## src/rtl/serial_transceiver_pkg.sv

```systemverilog
// Shared types and constants for the 8N1 serial echo block.
package serial_transceiver_pkg;

    localparam int   DATA_BITS   = 8;
    localparam logic IDLE_LEVEL  = 1'b1;
    localparam logic START_LEVEL = 1'b0;

    typedef enum logic [2:0] {
        RX_IDLE,
        RX_START,
        RX_DATA,
        RX_STOP,
        RX_WAIT_IDLE
    } rx_state_t;

    typedef enum logic [1:0] {
        TX_IDLE,
        TX_START,
        TX_DATA,
        TX_STOP
    } tx_state_t;

endpackage

```

## src/rtl/uart_rx.sv

```systemverilog
// 8N1 receiver: start detection with false-start rejection, mid-bit sampling, stop-bit check.
// SERIAL_TRANSCEIVER_RX_SYNC_EN inserts a 2-flop synchronizer on the serial input.
module uart_rx
    import serial_transceiver_pkg::*;
#(
    parameter int CLKS_PER_BIT = 5208,
    parameter int HALF_BIT     = CLKS_PER_BIT / 2
) (
    input  logic                 clk,
    input  logic                 rst,
    input  logic                 i_rx,
    output logic                 o_valid,
    output logic [DATA_BITS-1:0] o_data
);

    localparam int                CNT_W    = $clog2(CLKS_PER_BIT);
    localparam int                BIT_W    = $clog2(DATA_BITS);
    localparam logic [CNT_W-1:0]  HALF_END = CNT_W'(HALF_BIT - 1);
    localparam logic [CNT_W-1:0]  BIT_END  = CNT_W'(CLKS_PER_BIT - 1);
    localparam logic [BIT_W-1:0]  LAST_BIT = BIT_W'(DATA_BITS - 1);

    rx_state_t             r_state;
    rx_state_t             w_state_next;
    logic [CNT_W-1:0]      r_cnt;
    logic [CNT_W-1:0]      w_cnt_next;
    logic [BIT_W-1:0]      r_bit;
    logic [BIT_W-1:0]      w_bit_next;
    logic [DATA_BITS-1:0]  r_shift;
    logic [DATA_BITS-1:0]  w_shift_next;
    logic                  r_valid;
    logic                  w_valid_next;
    logic                  w_rx;

`ifdef SERIAL_TRANSCEIVER_RX_SYNC_EN
    logic [1:0] r_sync;

    always_ff @(posedge clk or posedge rst) begin
        if (rst) begin
            r_sync <= {2{IDLE_LEVEL}};
        end else begin
            r_sync <= {r_sync[0], i_rx};
        end
    end

    assign w_rx = r_sync[1];
`else
    assign w_rx = i_rx;
`endif

    always_ff @(posedge clk or posedge rst) begin
        if (rst) begin
            r_state <= RX_IDLE;
            r_cnt   <= '0;
            r_bit   <= '0;
            r_shift <= '0;
            r_valid <= 1'b0;
        end else begin
            r_state <= w_state_next;
            r_cnt   <= w_cnt_next;
            r_bit   <= w_bit_next;
            r_shift <= w_shift_next;
            r_valid <= w_valid_next;
        end
    end

    // The counter restarts at every bit boundary, so it only ever spans one bit period.
    always_comb begin
        w_state_next = r_state;
        w_cnt_next   = r_cnt + 1'b1;
        w_bit_next   = r_bit;
        w_shift_next = r_shift;
        w_valid_next = 1'b0;
        case (r_state)
            RX_IDLE: begin
                w_cnt_next = '0;
                if (w_rx == START_LEVEL) begin
                    w_state_next = RX_START;
                end
            end
            RX_START: begin
                if (r_cnt == HALF_END) begin
                    w_cnt_next   = '0;
                    w_bit_next   = '0;
                    w_state_next = (w_rx == START_LEVEL) ? RX_DATA : RX_IDLE;
                end
            end
            RX_DATA: begin
                if (r_cnt == BIT_END) begin
                    w_cnt_next   = '0;
                    w_shift_next = {w_rx, r_shift[DATA_BITS-1:1]};
                    if (r_bit == LAST_BIT) begin
                        w_state_next = RX_STOP;
                    end else begin
                        w_bit_next = r_bit + 1'b1;
                    end
                end
            end
            RX_STOP: begin
                if (r_cnt == BIT_END) begin
                    w_cnt_next = '0;
                    if (w_rx == IDLE_LEVEL) begin
                        w_valid_next = 1'b1;
                        w_state_next = RX_IDLE;
                    end else begin
                        w_state_next = RX_WAIT_IDLE;
                    end
                end
            end
            RX_WAIT_IDLE: begin
                w_cnt_next = '0;
                if (w_rx == IDLE_LEVEL) begin
                    w_state_next = RX_IDLE;
                end
            end
            default: begin
                w_cnt_next   = '0;
                w_state_next = RX_IDLE;
            end
        endcase
    end

    assign o_valid = r_valid;
    assign o_data  = r_shift;

endmodule

```

## src/rtl/uart_tx.sv

```systemverilog
// 8N1 transmitter with a registered line output; takes a byte whenever idle and one is offered.
module uart_tx
    import serial_transceiver_pkg::*;
#(
    parameter int CLKS_PER_BIT = 5208
) (
    input  logic                 clk,
    input  logic                 rst,
    input  logic                 i_valid,
    input  logic [DATA_BITS-1:0] i_data,
    output logic                 o_load,
    output logic                 o_tx
);

    localparam int                CNT_W    = $clog2(CLKS_PER_BIT);
    localparam int                BIT_W    = $clog2(DATA_BITS);
    localparam logic [CNT_W-1:0]  BIT_END  = CNT_W'(CLKS_PER_BIT - 1);
    localparam logic [BIT_W-1:0]  LAST_BIT = BIT_W'(DATA_BITS - 1);

    tx_state_t             r_state;
    tx_state_t             w_state_next;
    logic [CNT_W-1:0]      r_cnt;
    logic [CNT_W-1:0]      w_cnt_next;
    logic [BIT_W-1:0]      r_bit;
    logic [BIT_W-1:0]      w_bit_next;
    logic [DATA_BITS-1:0]  r_shift;
    logic [DATA_BITS-1:0]  w_shift_next;
    logic                  r_tx;
    logic                  w_tx_next;

    always_ff @(posedge clk or posedge rst) begin
        if (rst) begin
            r_state <= TX_IDLE;
            r_cnt   <= '0;
            r_bit   <= '0;
            r_shift <= '0;
            r_tx    <= IDLE_LEVEL;
        end else begin
            r_state <= w_state_next;
            r_cnt   <= w_cnt_next;
            r_bit   <= w_bit_next;
            r_shift <= w_shift_next;
            r_tx    <= w_tx_next;
        end
    end

    // The line level is computed alongside the state so it changes on the same edge as the state.
    always_comb begin
        w_state_next = r_state;
        w_cnt_next   = r_cnt + 1'b1;
        w_bit_next   = r_bit;
        w_shift_next = r_shift;
        w_tx_next    = r_tx;
        o_load       = 1'b0;
        case (r_state)
            TX_IDLE: begin
                w_cnt_next = '0;
                w_tx_next  = IDLE_LEVEL;
                if (i_valid) begin
                    o_load       = 1'b1;
                    w_shift_next = i_data;
                    w_bit_next   = '0;
                    w_state_next = TX_START;
                    w_tx_next    = START_LEVEL;
                end
            end
            TX_START: begin
                if (r_cnt == BIT_END) begin
                    w_cnt_next   = '0;
                    w_state_next = TX_DATA;
                    w_tx_next    = r_shift[0];
                end
            end
            TX_DATA: begin
                if (r_cnt == BIT_END) begin
                    w_cnt_next = '0;
                    if (r_bit == LAST_BIT) begin
                        w_state_next = TX_STOP;
                        w_tx_next    = IDLE_LEVEL;
                    end else begin
                        w_bit_next   = r_bit + 1'b1;
                        w_shift_next = {1'b0, r_shift[DATA_BITS-1:1]};
                        w_tx_next    = r_shift[1];
                    end
                end
            end
            TX_STOP: begin
                if (r_cnt == BIT_END) begin
                    w_cnt_next   = '0;
                    w_state_next = TX_IDLE;
                    w_tx_next    = IDLE_LEVEL;
                end
            end
            default: begin
                w_cnt_next   = '0;
                w_state_next = TX_IDLE;
                w_tx_next    = IDLE_LEVEL;
            end
        endcase
    end

    assign o_tx = r_tx;

endmodule

```

## src/rtl/serial_transceiver.sv

```systemverilog
// UART 8N1 echo: every correctly framed byte received on din is retransmitted on dout.
// Define SERIAL_TRANSCEIVER_RX_SYNC_EN to add a 2-flop synchronizer on din (+2 clk latency).
module serial_transceiver
    import serial_transceiver_pkg::*;
#(
    parameter int CLKS_PER_BIT = 5208,
    parameter int HALF_BIT     = CLKS_PER_BIT / 2
) (
    input  logic clk,
    input  logic rst,
    input  logic din,
    output logic dout
);

    logic                  w_rx_valid;
    logic [DATA_BITS-1:0]  w_rx_data;
    logic                  w_tx_load;
    logic                  r_hold_valid;
    logic [DATA_BITS-1:0]  r_hold;

    uart_rx #(
        .CLKS_PER_BIT (CLKS_PER_BIT),
        .HALF_BIT     (HALF_BIT)
    ) u_rx (
        .clk     (clk),
        .rst     (rst),
        .i_rx    (din),
        .o_valid (w_rx_valid),
        .o_data  (w_rx_data)
    );

    // Single-entry holding register: a newly received byte wins over both a stale byte and a TX take.
    always_ff @(posedge clk or posedge rst) begin
        if (rst) begin
            r_hold       <= '0;
            r_hold_valid <= 1'b0;
        end else if (w_rx_valid) begin
            r_hold       <= w_rx_data;
            r_hold_valid <= 1'b1;
        end else if (w_tx_load) begin
            r_hold_valid <= 1'b0;
        end
    end

    uart_tx #(
        .CLKS_PER_BIT (CLKS_PER_BIT)
    ) u_tx (
        .clk     (clk),
        .rst     (rst),
        .i_valid (r_hold_valid),
        .i_data  (r_hold),
        .o_load  (w_tx_load),
        .o_tx    (dout)
    );

endmodule

```

## config.mk

```make
export PLATFORM = sky130hd
export DESIGN_NAME = serial_transceiver
export DESIGN_NICKNAME = d
export VERILOG_FILES = /design/src/rtl/serial_transceiver_pkg.sv /design/src/rtl/uart_rx.sv /design/src/rtl/uart_tx.sv /design/src/rtl/serial_transceiver.sv
export SDC_FILE = /design/constraint.sdc
export NUM_CORES = 1
export LEC_CHECK = 0
export CAP_MARGIN = 20
export CELL_PAD_IN_SITES_DETAIL_PLACEMENT = 0
export CELL_PAD_IN_SITES_GLOBAL_PLACEMENT = 1
export CORE_AREA = 2 2 70 121
export CTS_CLUSTER_SIZE = 8
export DETAILED_ROUTE_END_ITERATION = 8
export DIE_AREA = 0 0 72 123
export GPL_TIMING_DRIVEN = 0
export PLACE_DENSITY = 0.69
export SLEW_MARGIN = 20
export SYNTH_ARGS = -nofsm -noshare
export SYNTH_HDL_FRONTEND = slang
export SYNTH_SLANG_ARGS = --single-unit
```

## constraint.sdc

```tcl
create_clock -name clk -period 2.15 [get_ports clk]
set_clock_uncertainty 0.05 [all_clocks]
set_input_delay 0.43 -clock clk [delete_from_list [all_inputs] [get_ports clk]]
set_output_delay 0.43 -clock clk [all_outputs]
set_load 0.02 [all_outputs]
```

==> results.cfg, run 1 <==
[worst_setup_path]
r2r_setup_slack_ns = 0.10
end_kind = flip-flop
cpPeakStageDelay_ns = 0.59
cp-start-kind = flip-flop
reg2reg_to = u_rx.o_data[3]$_DFFE_PP0P_
crit_family = simple AND/OR/NAND/NOR gates
path_cells = or4b_4, nor4_4, buf_4, mux2_2
r2r-start = u_rx.r_state[2]$_DFFE_PP0P_
cp.required_ns = 2.31
critical_path_class = reg -> reg
cp.arrival_ns = 2.20
cp_max_fo = 9
r2r_cells = 4
critPathBufInv = 1
cpMaxStageDelayCell = or4b_4

[logic_synthesis]
synthArstFlopShare = 1.00
yosysTopAreaCellShare = 0.501
postSynthCellCount = 282
ys.flop_type = dfrtp_1
synth-seq-cells = 64
yosysWarnings = 0
syn-num-nets = 295
ys_types = 45
seq_area_frac_synth = 0.510
synth.largest_area_cell = dfrtp_1
synth_area_leaders = dfrtp_1, mux2_2, xnor2_1
syn-cell-area_um2 = 3150
avgSynthCellArea_um2 = 11.2
synth_edf_count = 0

[timing]
rsz0062_at_grt = false
max_slew.worst_pin.slew_ns = 0.565
layout_setup_ws_ns = 0.104
finalCritPeriodShare = 0.952
period_needed_ns = 2.05
final-hold-violation-count = 0
setup_viol = 0
max_freq_ghz = 0.489
slew_headroom = 0.618
finalMaxSlewViolations = 0

[finish]
antenna_cells = 0
stdcell_area_um2 = 3640
syn_to_final_growth_pct = 15.8
drive_gt1_frac = 0.217
final_cells = 394
finish.net_count = 312

[detailed_routing]
wl_um = 5930
drc_errors = 0
postRouteAntennaNets = 0
first_iter_violations = 121
dr.pass1.iters = 4
vias = 2093
detail_route.wl_per_cell_um = 15.1
viasPerCell = 5.31

[placed_design]
dp.cells = 376
placed_area_um2 = 3320
dp_slack_ns = -0.221
gp_congestion = 0.760
dpl.hpwl_um = 4210
io_buffers = 3

[grt]
grtUsageMet1 = 0.167
grt_overflow = 0
grt_pass1_wl_um = 10300
grt_pass1_vias = 2211
globalRoute.busiestLayer = met2
gr-usage-met2 = 0.264
antenna_found_initial = 0
grtUsageTotal = 0.154
grt_max_degree = 54
met3_usage = 0.0342

[floorplan]
start_util = 0.398
dieHeight_um = 123
io_pins = 4
die_x_um = 72
die-area_um2 = 8860
rows = 43
core_um2 = 7910

[power]
intPower_uw = 2290
pwr-share-seq = 0.443
power.leakage_uw = 0.00166
switchingPower_uw = 822
power_uw = 3110
cellPowerDensity_nw_per_um2 = 854
ir_drop_mv = 0.687
pwr-share-comb = 0.138
clkPwrFrac = 0.419
netSwitchingFraction = 0.264

[clock_tree]
root_buffer = clkbuf_16
numCtsBuffers = 9
cts_buffer_depth = 2
clk_latency_ns = 0.32
clk_pin_slew_worst_paths_ns = 0.05
cts_hold_buf = 0
cts_sinks = 64
htree_levels = 3
cts_tree = done

[min_path]
hp-class = in -> async

[run_status]
status = finished, final reports clean

[flow_run]
drv_cap = 0
==> final cells by class <==
| type | instances | area, um2 |
|---|---|---|
| Fill cell | 738 | 4270 |
| Sequential cell | 64 | 1600 |
| Multi-Input combinational cell | 196 | 1480 |
| Clock buffer | 13 | 250 |
| Tap cell | 90 | 113 |
| Timing Repair Buffer | 7 | 80.1 |
| Buffer | 9 | 52.6 |
| Inverter | 12 | 47.5 |
| Clock inverter | 3 | 18.8 |
==> synthesized netlist by cell type, drive strengths merged (3+ instances only) <==
cell type	instances
mux2	32
clkbuf	4
xnor2	17
a32oi	4
ha	10
buf	6
a21o	4
nand2	16
xor2	5
and3	5
nand2b	3
nor2	34
nor4	8
dfrtp	63
o21ai	5
nor3	9
nor4b	3
nand4	6
inv	12
nor2b	3
nand3	11
==> sequential cells by signal, indices dropped and copies added (netlist names) <==
register,count
r_hold,8
r_hold_valid,1
u_rx.o_data,8
u_rx.o_valid,1
u_rx.r_bit,3
u_rx.r_cnt,13
u_rx.r_state,3
u_tx.o_tx,1
u_tx.r_bit,3
u_tx.r_cnt,13
u_tx.r_shift,8
u_tx.r_state,2
==> metal layers <==
metal / share of wire / wire length, um / vias up
met5: 0 / 0 / -
met4: 0.034 / 203 / 0
met3: 0.015 / 90 / 16
met2: 0.54 / 3200 / 17
met1: 0.41 / 2440 / 1026
li1: - / - / 1034
==> metrics by stage <==
| step | util | hold slack (ns) | setup TNS (ns) |
|---|---|---|---|
| after detailed placement | 0.420 | 0.408 | -3.80 |
| final | 0.461 | 0.324 | 0 |
| after CTS | 0.457 | 0.319 | 0 |
| after global routing | 0.461 | 0.337 | 0 |
| after floorplan | - | 0.381 | 0 |
| after global placement | 0.416 | 0.402 | -78.06 |
==> cells in the final DEF, fill, tap and decap left out, drive strengths merged, types with 2 or more instances in the layout <==
cell type,n
nand2,16
nor3,9
nor2b,3
a32oi,4
and3,5
xnor2,17
nor2,34
clkbuf,16
nor4bb,2
nor4b,3
ha,10
o21ai,5
clkdlybuf4s50,3
mux2i,2
a21o,4
nand3,11
nand4,6
or4,2
clkinv,3
buf,10
xor2,5
nor4,8
nand2b,3
dfrtp,63
inv,12
mux2,32
==> power by group through the flow <==
stage | registers, uW | clock network (uW) | logic (uW)
floorplan | 1360 | 0 | 334
global placement | 1390 | 0 | 404
detailed placement | 1390 | 0 | 420
CTS | 1370 | 1350 | 426
global route | 1390 | 1410 | 490
finish | 1380 | 1300 | 430
==> how the worst max path moves through the flow <==
| stage | depth (start not counted) | to | slack, ns | start |
|---|---|---|---|---|
| after CTS | 6 | u_tx.r_shift[2]$_DFFE_PP0P_ | 0.03 | u_tx.r_cnt[0]$_DFF_PP0_ |
| after detailed placement | 6 | u_rx.r_cnt[10]$_DFF_PP0_ | -0.22 | u_rx.r_cnt[0]$_DFF_PP0_ |
| after global routing | 4 | u_rx.o_data[2]$_DFFE_PP0P_ | 0.03 | u_rx.r_state[2]$_DFFE_PP0P_ |
| final | 4 | u_rx.o_data[3]$_DFFE_PP0P_ | 0.10 | u_rx.r_state[2]$_DFFE_PP0P_ |
| after global placement | 2 | r_hold[1]$_DFFE_PP0P_ | -1.18 | rst |
| after floorplan | 1 | r_hold[0]$_DFFE_PP0P_ | 0.07 | rst |
==> cells by family after synthesis <==
family	after synthesis	synth area share
AO/OA/AOI/OAI	22	0.0529
XOR/XNOR	22	0.0613
adder cells (fa/ha/maj)	10	0.0398
buffers and inverters	22	0.0318
flip-flops	64	0.510
multiplexers	34	0.121
AND/OR/NAND/NOR	108	0.184
==> repair_timing <==
action | in CTS | in global routing
setup buffers | 3 | 0
pin swaps | 2 | 0
cloned | 0 | 0
setup endpoints to repair | 26 | 29
gates resized for setup | 2 | 6
No activity file was read; power rests on OpenSTA's default activity.
==> inputs of run 2 (changes only) <==
DONT_BUFFER_PORTS = 1   (was not set)
HOLD_SLACK_MARGIN = 0.08   (was not set)
PLACE_DENSITY = 0.68   (was 0.69)
SLEW_MARGIN = not set   (was 20)
==> run 2 against run 1 <==
Cell count down 0.25%. Sequential cell count unchanged. Sequential share of layout area up 0.23 points. Critical path depth unchanged. Hold slack worse by 0.21 ns. Setup slack worse by 0.0038 ns. Count of clock-buffer cells in the layout down 1. Die area unchanged. Routed wire length up 0.83%. Maximum frequency down 0.18%. Cell area down 0.52%. Via count up 1.4%. Critical path type unchanged.
==> results.cfg, run 2 (synthesis results as in run 1) <==
[run_status]
status = finished, final reports clean

[finish]
reg.largest.list = u_rx.r_cnt: 13 flops, u_tx.r_cnt: 13 flops
final_common_cell = dfrtp_1
final_cell_mix = dfrtp_1, nor2_1, mux2_2
finish.net_count = 311
drive_gt1_frac = 0.215
final_cells = 393
antenna_cells = 0
final.fill_count = 733
syn_to_final_growth_pct = 15.2

[detailed_routing]
detail_route.wl_per_cell_um = 15.2
drc_errors = 0
postRouteAntennaNets = 0
first_iter_violations = 75
vias = 2123
wl_um = 5980
dr.pass1.iters = 4
viasPerCell = 5.40

[placed_design]
gp_congestion = 0.752
dpl.hpwl_um = 4240
dp.cells = 373
io_buffers = 0

[timing]
finalCritPeriodShare = 0.953
period_needed_ns = 2.05
max_freq_ghz = 0.488
final-hold-violation-count = 0
slew_headroom = 0.599
setup_viol = 0
max_slew.worst_pin.slew_ns = 0.593
finalMaxSlewViolations = 0

[grt]
antenna_found_initial = 0
grt_max_degree = 41
grt_pass1_vias = 2205
grt_pass1_wl_um = 10600
grt_overflow = 0
grtUsageTotal = 0.157

[floorplan]
core_um2 = 7910
dieHeight_um = 123
io_pins = 4
rows = 43
die_x_um = 72
start_util = 0.398
die-area_um2 = 8860

[worst_setup_path]
cp-start-kind = flip-flop
cp_max_fo = 9
reg2reg_to = u_rx.o_data[7]$_DFFE_PP0P_
r2r-start = u_rx.r_state[2]$_DFFE_PP0P_
end_kind = flip-flop
r2r_setup_slack_ns = 0.1
cp.required_ns = 2.31
critical_path_class = reg -> reg
r2r_cells = 4
cp.arrival_ns = 2.21

[clock_tree]
cts_tree = done
htree_levels = 3
clk_latency_ns = 0.33
root_buffer = clkbuf_16
cts_sinks = 64
numCtsBuffers = 9
clk_pin_slew_worst_paths_ns = 0.05
cts_buffer_depth = 2

[power]
power_uw = 3180
ir_drop_mv = 0.497
power.leakage_uw = 0.00166
cellPowerDensity_nw_per_um2 = 879

[min_path]
hp-start = din
hold-path-cell-count = 1
hold_end = u_rx.r_state[2]$_DFFE_PP0P_
hp-class = in -> reg

[flow_run]
drv_cap = 0
[run 2: cell type report]
| class | instances | area [um2] | share of cell area |
|---|---|---|---|
| clock buffers | 12 | 236 | 0.0653 |
| flip-flops and latches | 64 | 1600 | 0.442 |
| well taps | 90 | 113 | 0.0311 |
| multi-input cells | 196 | 1470 | 0.405 |
| clock inverters | 4 | 45.0 | 0.0124 |
| inverters | 12 | 45.0 | 0.0124 |
| repair buffers | 6 | 60.1 | 0.0166 |
| plain buffers | 9 | 52.6 | 0.0145 |
[run 2: worst max-delay path by stage]
stage                                start                           to  slack [ns]  cells past startpoint
3_3_place_gp                           rst    u_tx.r_bit[1]$_DFFE_PP0P_       -0.70                      1
2_1_floorplan                          rst        r_hold[0]$_DFFE_PP0P_        0.07                      1
3_5_place_dp       u_rx.r_cnt[0]$_DFF_PP0_     u_rx.r_cnt[10]$_DFF_PP0_       -0.19                      6
4_1_cts            u_tx.r_cnt[0]$_DFF_PP0_  u_tx.r_shift[3]$_DFFE_PP0P_       0.007                      6
6_report       u_rx.r_state[2]$_DFFE_PP0P_   u_rx.o_data[7]$_DFFE_PP0P_         0.1                      4
5_1_grt            u_tx.r_cnt[0]$_DFF_PP0_  u_tx.r_shift[3]$_DFFE_PP0P_       -0.01                      6
[run 2: through the flow]
stage          area (um2)  worst slack (ns)  hold slack (ns)  TNS (ns)  utilization
6_report             3620             0.100            0.118         0        0.458
5_1_grt              3620           -0.0110            0.108   -0.0223        0.458
4_1_cts              3610           0.00681            0.112         0        0.456
3_5_place_dp         3280            -0.194            0.359     -3.57        0.414
3_3_place_gp         3260            -0.703            0.395    -47.25        0.412
2_1_floorplan        3150            0.0736            0.381         0            -
[run 2: repair_timing]
item / CTS / global route
resized for setup: 3 / 3
endpoints found under the setup margin: 28 / 31
hold endpoints to repair: 23 / 0
pin swaps: 2 / 0
setup buffers: 4 / 0
hold buffers: 1 / 0
[run 2: routing by layer]
metal  track usage  wire (um)
met5             0          0
met4        0.0955        167
met3        0.0342        130
met2         0.269       3270
met1         0.177       2410
[run 2: where the power goes]
group          switching (uW)  leakage (uW)  internal, uW
combinational             223      0.000650           190
clock                     502      0.000140           891
sequential               96.9      0.000870          1280
[run 2: worst max-delay path, cell delays in order (launching register included)]
cell     delay, ns
dfrtp_1       0.46
or4b_4        0.59
nor4_4        0.27
buf_4         0.22
mux2_2        0.34
==> inputs of run 3 (changes only) <==
DONT_BUFFER_PORTS = not set   (was 1)
PLACE_DENSITY = 0.69   (was 0.68)
SKIP_CTS_REPAIR_TIMING = 1   (was not set)
==> run 3 against run 2 <==
Register-to-register slack barely moved. Sequential cell count is the same. Cell count did not move. Sequential share of layout area grew 0.23 points. Largest cell class unchanged.
==> results.cfg, run 3 (synthesis results as in run 1) <==
[power]
ir_drop_mv = 0.493
clkPwrFrac = 0.419
switchingPower_uw = 821
cellPowerDensity_nw_per_um2 = 859
pwr-share-seq = 0.445
power.leakage_uw = 0.00164
pwr-share-comb = 0.136
netSwitchingFraction = 0.265
power_uw = 3100
intPower_uw = 2280

[detailed_routing]
detail_route.wl_per_cell_um = 15.5
vias = 2108
dr.pass1.iters = 4
viasPerCell = 5.36
wl_um = 6070
first_iter_violations = 93
postRouteAntennaNets = 0
drc_errors = 0

[finish]
syn_to_final_growth_pct = 14.6
stdcell_area_um2 = 3600
multi_input_area_um2 = 1470
reg.largest.list = u_rx.r_cnt: 13 flops, u_tx.r_cnt: 13 flops
final_cell_mix = dfrtp_1, nor2_1, mux2_2
final_common_cell = dfrtp_1
final.fill_count = 758
finish.net_count = 311
seq_area_um2 = 1600
drive_gt1_frac = 0.208
final_cells = 393
final_core_util = 0.456
antenna_cells = 0

[worst_setup_path]
critPathBufInv = 1
critical_path_class = reg -> reg
cp_max_fo = 9
crit_family = simple AND/OR/NAND/NOR gates
cpMaxStageDelayCell = or4b_4
cp.arrival_ns = 2.21
cp-start-kind = flip-flop
r2r_setup_slack_ns = 0.1
cpPeakStageDelay_ns = 0.59
cp.required_ns = 2.31
path_cells = or4b_4, nor4_4, buf_4, mux2_2
end_kind = flip-flop

[timing]
max_freq_ghz = 0.488
fin_setup_tns_ns = 0
final-hold-violation-count = 0
setup_viol = 0
rsz0062_at_grt = false
finalCritPeriodShare = 0.954
finalMaxSlewViolations = 0
slew_headroom = 0.472
period_needed_ns = 2.05
max_slew.worst_pin.slew_ns = 0.792

[flow_run]
drv_cap = 0

[min_path]
hp-class = reg -> reg

[clock_tree]
clk_pin_slew_worst_paths_ns = 0.05
cts_buffer_depth = 2
clk_latency_ns = 0.32
cts_tree = done
htree_levels = 3
numCtsBuffers = 9
root_buffer = clkbuf_16
cts_sinks = 64

[floorplan]
start_util = 0.398
rows = 43
core_um2 = 7910
die_x_um = 72
dieHeight_um = 123
die-area_um2 = 8860
io_pins = 4

[placed_design]
dp.cells = 375
dpl.hpwl_um = 4140
placed_area_um2 = 3290
gp_congestion = 0.760
io_buffers = 3

[grt]
grtUsageMet1 = 0.164
grt_pass1_wl_um = 10300
gr-usage-met2 = 0.263
globalRoute.busiestLayer = met2
grt_overflow = 0
grt_max_degree = 65
met3_usage = 0.0465
antenna_found_initial = 0
grt_pass1_vias = 2178
grtUsageTotal = 0.154

[run_status]
status = finished, final reports clean
run 3: worst register-to-register path, cell delays in order, from the launching register on:
cell     delay, ns
dfrtp_1       0.46
or4b_4        0.59
nor4_4        0.28
buf_4         0.21
mux2_2        0.34
run 3: cell type report:
cell class / instances / share of cell area
clock buffer: 13 / 0.0694
buffer: 9 / 0.0146
tap: 90 / 0.0312
inverter: 12 / 0.0132
multi-input combinational: 196 / 0.407
timing repair buffer: 6 / 0.0146
sequential: 64 / 0.445
clock inverter: 3 / 0.00486
run 3: power by group through the flow:
stage | combinational [uW] | clock (uW) | sequential [uW]
6_report | 421 | 1300 | 1380
5_1_grt | 475 | 1400 | 1390
4_1_cts | 416 | 1350 | 1380
3_5_place_dp | 415 | 0 | 1390
2_1_floorplan | 334 | 0 | 1360
3_3_place_gp | 404 | 0 | 1390
run 3: worst paths after layout:
| check | start | to | depth (start not counted) |
|---|---|---|---|
| worst max-delay path | u_rx.r_state[2]$_DFFE_PP0P_ | u_rx.o_data[2]$_DFFE_PP0P_ | 4 |
| worst min-delay path | u_rx.r_cnt[0]$_DFF_PP0_ | u_rx.r_cnt[0]$_DFF_PP0_ | 1 |
| worst max register to register | u_rx.r_state[2]$_DFFE_PP0P_ | u_rx.o_data[2]$_DFFE_PP0P_ | 4 |
| worst min register to register | u_rx.r_cnt[0]$_DFF_PP0_ | u_rx.r_cnt[0]$_DFF_PP0_ | 1 |
| max in group asynchronous | rst | u_rx.r_cnt[9]$_DFF_PP0_ | 2 |
| min in group asynchronous | rst | u_tx.r_cnt[8]$_DFF_PP0_ | 2 |
run 3: metal layers:
layer | vias up | part of all wire
met5 | - | 0
met4 | 0 | 0.023
met3 | 10 | 0.021
met2 | 14 | 0.56
met1 | 1052 | 0.40
li1 | 1032 | -
run 3: per-stage QoR:
step                setup slack, ns  hold slack [ns]
finish                       0.0999            0.412
global route                0.00900            0.431
CTS                          -0.254            0.416
detailed placement           -0.239            0.409
global placement              -1.18            0.402
floorplan                    0.0736            0.381
